File: src/rtl/caravel_io_pkg.sv
// Shared constants and state encoding for the Caravel-style I/O sequencer.
package caravel_io_pkg;

    localparam logic [7:0] CMD_READ = 8'h03;

    typedef enum logic [2:0] {
        IDLE,
        CMD,
        ADDR,
        DATA,
        DONE
    } seq_state_t;

endpackage

File: src/rtl/caravel_io_sequencer_spi.sv
// SPI mode-0 read master: divides clock down to flash_clk, shifts a fixed
// 32-bit header out on io0 (then zeros) and assembles io1 into bytes.
// byte_valid pulses for one clock after the 8th rising flash_clk edge of
// every byte, header bytes included; the caller decides which ones matter.
module spi_read_master #(
    parameter int          CLKDIV = 2,
    parameter logic [31:0] HEADER = 32'h0300_0000
) (
    input  logic       clock,
    input  logic       rst,
    input  logic       start,
    input  logic       stop,
    output logic       flash_csb,
    output logic       flash_clk,
    output logic       flash_io0,
    input  logic       flash_io1,
    output logic       byte_valid,
    output logic [7:0] byte_data
);

    localparam int          DW       = (CLKDIV > 1) ? $clog2(CLKDIV) : 1;
    localparam logic [DW-1:0] DIV_LOAD = DW'(CLKDIV - 1);

    logic          active;
    logic [DW-1:0] div_cnt;
    logic [31:0]   tx_sr;
    logic [6:0]    rx_sr;
    logic [2:0]    bit_left;

    // Divider, shift registers and bit counter; stop parks the bus idle.
    always_ff @(posedge clock) begin
        if (rst || stop) begin
            active     <= 1'b0;
            flash_csb  <= 1'b1;
            flash_clk  <= 1'b0;
            flash_io0  <= 1'b0;
            div_cnt    <= DIV_LOAD;
            tx_sr      <= '0;
            rx_sr      <= '0;
            bit_left   <= 3'd7;
            byte_valid <= 1'b0;
            byte_data  <= '0;
        end else begin
            byte_valid <= 1'b0;
            if (start) begin
                active    <= 1'b1;
                flash_csb <= 1'b0;
                flash_clk <= 1'b0;
                flash_io0 <= HEADER[31];
                tx_sr     <= {HEADER[30:0], 1'b0};
                div_cnt   <= DIV_LOAD;
                bit_left  <= 3'd7;
            end else if (active) begin
                if (div_cnt == '0) begin
                    div_cnt   <= DIV_LOAD;
                    flash_clk <= ~flash_clk;
                    if (!flash_clk) begin
                        // rising edge: sample MISO
                        rx_sr <= {rx_sr[5:0], flash_io1};
                        if (bit_left == 3'd0) begin
                            bit_left   <= 3'd7;
                            byte_valid <= 1'b1;
                            byte_data  <= {rx_sr, flash_io1};
                        end else begin
                            bit_left <= bit_left - 3'd1;
                        end
                    end else begin
                        // falling edge: present next MOSI bit
                        flash_io0 <= tx_sr[31];
                        tx_sr     <= {tx_sr[30:0], 1'b0};
                    end
                end else begin
                    div_cnt <= div_cnt - DW'(1);
                end
            end
        end
    end

endmodule

File: src/rtl/caravel_io_sequencer.sv
// Harness top: fetches NUM_BYTES from SPI flash after reset and plays them
// out on mprj_io[7:0]; gpio flags completion.
//
// state | meaning
// IDLE  | reset just released; kick off the read (or skip when NUM_BYTES==0)
// CMD   | shifting out the 0x03 read command
// ADDR  | shifting out the 24-bit start address (three bytes)
// DATA  | streaming data bytes to the pad register
// DONE  | all bytes played; flash idle, pads hold last byte, gpio=1
module caravel_io_sequencer
    import caravel_io_pkg::*;
#(
    parameter int          CLKDIV     = 2,
    parameter int          NUM_BYTES  = 12,
    parameter logic [23:0] START_ADDR = 24'h0
) (
    input  logic        clock,
    input  logic        resetb,
    input  logic        vccd,
    input  logic        vccd1,
    output logic        flash_csb,
    output logic        flash_clk,
    output logic        flash_io0,
    input  logic        flash_io1,
    inout  wire  [37:0] mprj_io,
    output logic        gpio
);

    localparam int             BCW        = (NUM_BYTES > 0) ? $clog2(NUM_BYTES + 1) : 1;
    localparam logic [BCW-1:0] BYTES_LOAD = BCW'(NUM_BYTES);

    logic           rst;
    seq_state_t     state, state_nxt;
    logic           start, stop;
    logic           byte_valid;
    logic [7:0]     byte_data;
    logic [7:0]     pad_q;
    logic [BCW-1:0] bytes_left;
    logic [1:0]     addr_left;

    assign rst  = !resetb || !vccd || !vccd1;
    assign stop = (state == DONE);
    assign gpio = (state == DONE);

    assign mprj_io[7:0]  = pad_q;
    assign mprj_io[37:8] = {30{1'bz}};

    spi_read_master #(
        .CLKDIV (CLKDIV),
        .HEADER ({CMD_READ, START_ADDR})
    ) u_spi (
        .clock      (clock),
        .rst        (rst),
        .start      (start),
        .stop       (stop),
        .flash_csb  (flash_csb),
        .flash_clk  (flash_clk),
        .flash_io0  (flash_io0),
        .flash_io1  (flash_io1),
        .byte_valid (byte_valid),
        .byte_data  (byte_data)
    );

    // State register.
    always_ff @(posedge clock) begin
        if (rst) state <= IDLE;
        else     state <= state_nxt;
    end

    // Next-state logic; start is a one-clock pulse out of IDLE.
    always_comb begin
        state_nxt = state;
        start     = 1'b0;
        case (state)
            IDLE: begin
                if (NUM_BYTES == 0) begin
                    state_nxt = DONE;
                end else begin
                    start     = 1'b1;
                    state_nxt = CMD;
                end
            end
            CMD:  if (byte_valid) state_nxt = ADDR;
            ADDR: if (byte_valid && addr_left == 2'd0) state_nxt = DATA;
            DATA: if (byte_valid && bytes_left == BCW'(1)) state_nxt = DONE;
            DONE: state_nxt = DONE;
            default: state_nxt = IDLE;
        endcase
    end

    // Address/byte down-counters and the pad output register.
    always_ff @(posedge clock) begin
        if (rst) begin
            pad_q      <= 8'h00;
            bytes_left <= BYTES_LOAD;
            addr_left  <= 2'd2;
        end else begin
            if (state == ADDR && byte_valid) addr_left <= addr_left - 2'd1;
            if (state == DATA && byte_valid) begin
                pad_q      <= byte_data;
                bytes_left <= bytes_left - BCW'(1);
            end
        end
    end

endmodule

File: config.mk
export PLATFORM = sky130hd
export DESIGN_NAME = caravel_io_sequencer
export DESIGN_NICKNAME = d
export VERILOG_FILES = /design/src/rtl/caravel_io_pkg.sv /design/src/rtl/caravel_io_sequencer_spi.sv /design/src/rtl/caravel_io_sequencer.sv
export SDC_FILE = /design/constraint.sdc
export NUM_CORES = 1
export LEC_CHECK = 0
export ABC_AREA = 1
export BUFFER_PORTS_ARGS = -buffer_cell sky130_fd_sc_hd__buf_2
export CAP_MARGIN = 20
export CORE_ASPECT_RATIO = 0.75
export CORE_MARGIN = 4
export CORE_UTILIZATION = 36
export CTS_CLUSTER_DIAMETER = 50
export DETAILED_ROUTE_END_ITERATION = 7
export RECOVER_POWER = 25
export SYNTH_ARGS = -nofsm -noshare
export SYNTH_HDL_FRONTEND = slang
export SYNTH_SLANG_ARGS = --single-unit
File: constraint.sdc
create_clock -name clock -period 1.2 [get_ports clock]
set_input_delay 0.24 -clock clock [delete_from_list [all_inputs] [get_ports clock]]
set_output_delay 0.24 -clock clock [all_outputs]
set_load 0.01 [all_outputs]
==> run summary <==
Final Slew Violations: 0
Seq/Total Area, Yosys: 0.414
Initial Utilization: 0.369
Worst VDD drop: 644 uV
Area after DPL: 2400 um^2
clock skew: 0.0105 ns
commonest non-fill, non-tap cell in the layout: nand2_1
antenna cells: 0
Synth Register Bits: 48
initial antenna violation count: 0
clk sink count: 48
Required @ worst endpoint: 0.96 ns
status: complete, but fails checks
GRT Util Overall: 0.110
First-pass DRT Iterations: 4
Final Setup Violations: 18
register area: 978 um^2
core area: 6290 um^2
# DRC: 0
leakage: 1.12 nW
CTS Buffer Depth: 2
DR vias: 1891
die width: 101 um
Clock Root Buffer: clkbuf_8
Synth Area per Inst: 7.55 um^2
H-tree Lvls: 2
gr ovfl total: 0
Max Cap Violations: 0
commonest cells after routing, fill and taps aside: nand2_1, dfxtp_1, nor2_1
R2R Setup Slk: -0.07 ns
Async S/R FF share, synth: 0
number of I/O port buffers: 8
Peak Freq: 0.782 GHz
Synth cell types: 27
Final nets: 349
CP Class: flop to primary output
hold_sp: mprj_io[4]
Die Y: 77.5 um
Critical R2R Launch: state[1]
CTS Hold Bufs: 0
arrival time worst endpoint: 1.04 ns
pin count of the biggest net entering global routing: 19
largest area contributor in the netlist: dfxtp_1
TritonCTS buffer count: 5
synth top area cells: dfxtp_1, nand2_1, buf_4
worst setup margin: -0.0782 ns
Multi-input gate area: 1140 um^2
gpl congestion: 0.793
Rows: 25
vias in the first global route: 1563
Mapped Cells: 307
die area: 7800 um^2
Layout fillers: 630
latest clock arrival within the worst-skew pair: 0.31 ns
crit path launch type: flop
fin crit period: 1.28 ns
Min-Delay Path Depth: 2
I/O Pins: 47
CP Capture Type: primary output
warnings from Yosys: 0
failing checks: setup timing
fin crit share: 1.07
via/cell ratio: 4.49
number of flops mapped to enable cells by yosys: 0
number of DRC markers in iteration 0: 89
ys flop type: dfxtp_1
Power Total: 2.77 mW
Hold EP: mprj_io[4]
RSZ-0062 raised after global routing: yes
Hold Path Class: input pin to flop
R2R Path End: u_spi.byte_data[3]
number of routed nets with antenna violations: 0
R2R depth: 8
largest fanout on the critical path: 4
share of the synthesized area in the top cell type: 0.414
Min Hold Slack: 0.0721 ns
PwrDens: 1010 nW/um^2
layout cells sized above 1: 0.268
CTS tree: built
drt wl/cell: 10.9 um
clk slew on worst S/H paths: 0.09 ns
global-route wire length before repair: 6.99 mm
Post-Syn Area: 2320 um^2
Area growth syn-to-layout: 18.5%
fin area: 2750 um^2
count of final hold-check violations: 0
HPWL Detailed: 3.05 mm
final wirelength: 4.60 mm
## cell families (layout without fill, tap and decap cells)
| logic type | Yosys count | count (layout) | synth area share |
|---|---|---|---|
| XOR/XNOR | 1 | 1 | 0.00378 |
| adder cells (fa/ha/maj) | 5 | 5 | 0.0270 |
| buffers and inverters | 70 | 74 | 0.181 |
| AO/OA/AOI/OAI | 34 | 34 | 0.0745 |
| other | 1 | 30 | 0.00162 |
| flip-flops | 48 | 48 | 0.414 |
| AND/OR/NAND/NOR | 148 | 148 | 0.298 |
## cell type report
class                           instances  share of cell area
Clock inverter                          3             0.00774
Inverter                               33              0.0464
Tap cell                               81              0.0369
Multi-Input combinational cell        218               0.415
Timing Repair Buffer                   33               0.113
Clock buffer                            5              0.0250
Sequential cell                        48               0.356
## how the worst max path moves through the flow
stage / start / endpoint / slack [ns] / depth (start not counted)
4_1_cts: state[0] / gpio / -0.1 / 4
2_1_floorplan: u_spi.bit_left[1] / u_spi.byte_data[0] / -0.003 / 8
5_1_grt: state[1] / u_spi.byte_data[6] / -0.13 / 8
3_5_place_dp: state[1] / u_spi.rx_sr[2] / -0.05 / 6
6_report: state[1] / gpio / -0.08 / 4
3_3_place_gp: state[1] / u_spi.rx_sr[1] / -0.01 / 6
## state kept, by name, summed over array words and instances (netlist names), 2 cells and up
signal	count
u_spi.tx_sr	7
mprj_io	8
u_spi.rx_sr	7
state	3
u_spi.byte_data	8
bytes_left	4
addr_left	2
u_spi.bit_left	3
## layer usage
metal / global-route usage / up-vias / part of all wire
li1: - / 984 / -
met1: 0.146 / 857 / 0.48
met2: 0.171 / 44 / 0.46
met3: 0.0296 / 6 / 0.051
met4: 0.0363 / 0 / 0.013
met5: 0 / - / 0
## critical path, stage by stage, from the launching register on
cell,delay [ns]
dfxtp_4,0.37
nor2_4,0.12
inv_2,0.06
nor2_4,0.09
buf_6,0.11
## report_power, final
group | internal, mW | switching (mW)
registers | 1.60 | 0.00836
clock network | 0.414 | 0.573
logic | 0.0604 | 0.120
## through the flow
step	worst slack [ns]	TNS, ns	utilization	std cells
finish	-0.0782	-0.782	0.437	421
global route	-0.133	-2.43	0.437	421
CTS	-0.0955	-0.323	0.407	414
detailed placement	-0.0482	-0.436	0.382	402
global placement	-0.0113	-0.0125	0.382	402
floorplan	-0.00254	-0.0203	-	336
## Yosys cell counts (2+ instances only)
library cell / instances
nand2_2: 2
ha_1: 5
nor2_4: 5
nand4_1: 12
nand2_1: 63
inv_1: 28
o21ai_0: 11
nor2_2: 2
buf_6: 3
nor2_1: 44
a21oi_1: 21
clkbuf_8: 2
nand3b_1: 3
dfxtp_1: 48
nand3_1: 14
buf_4: 30
inv_2: 4
## what timing repair did
action | CTS | global route
gates cloned | 0 | 3
pin swaps | 7 | 16
setup buffers | 5 | 4
resized for setup | 8 | 36
endpoints found under the setup margin | 19 | 43
Note: power is estimated with default switching activity, not from simulation.
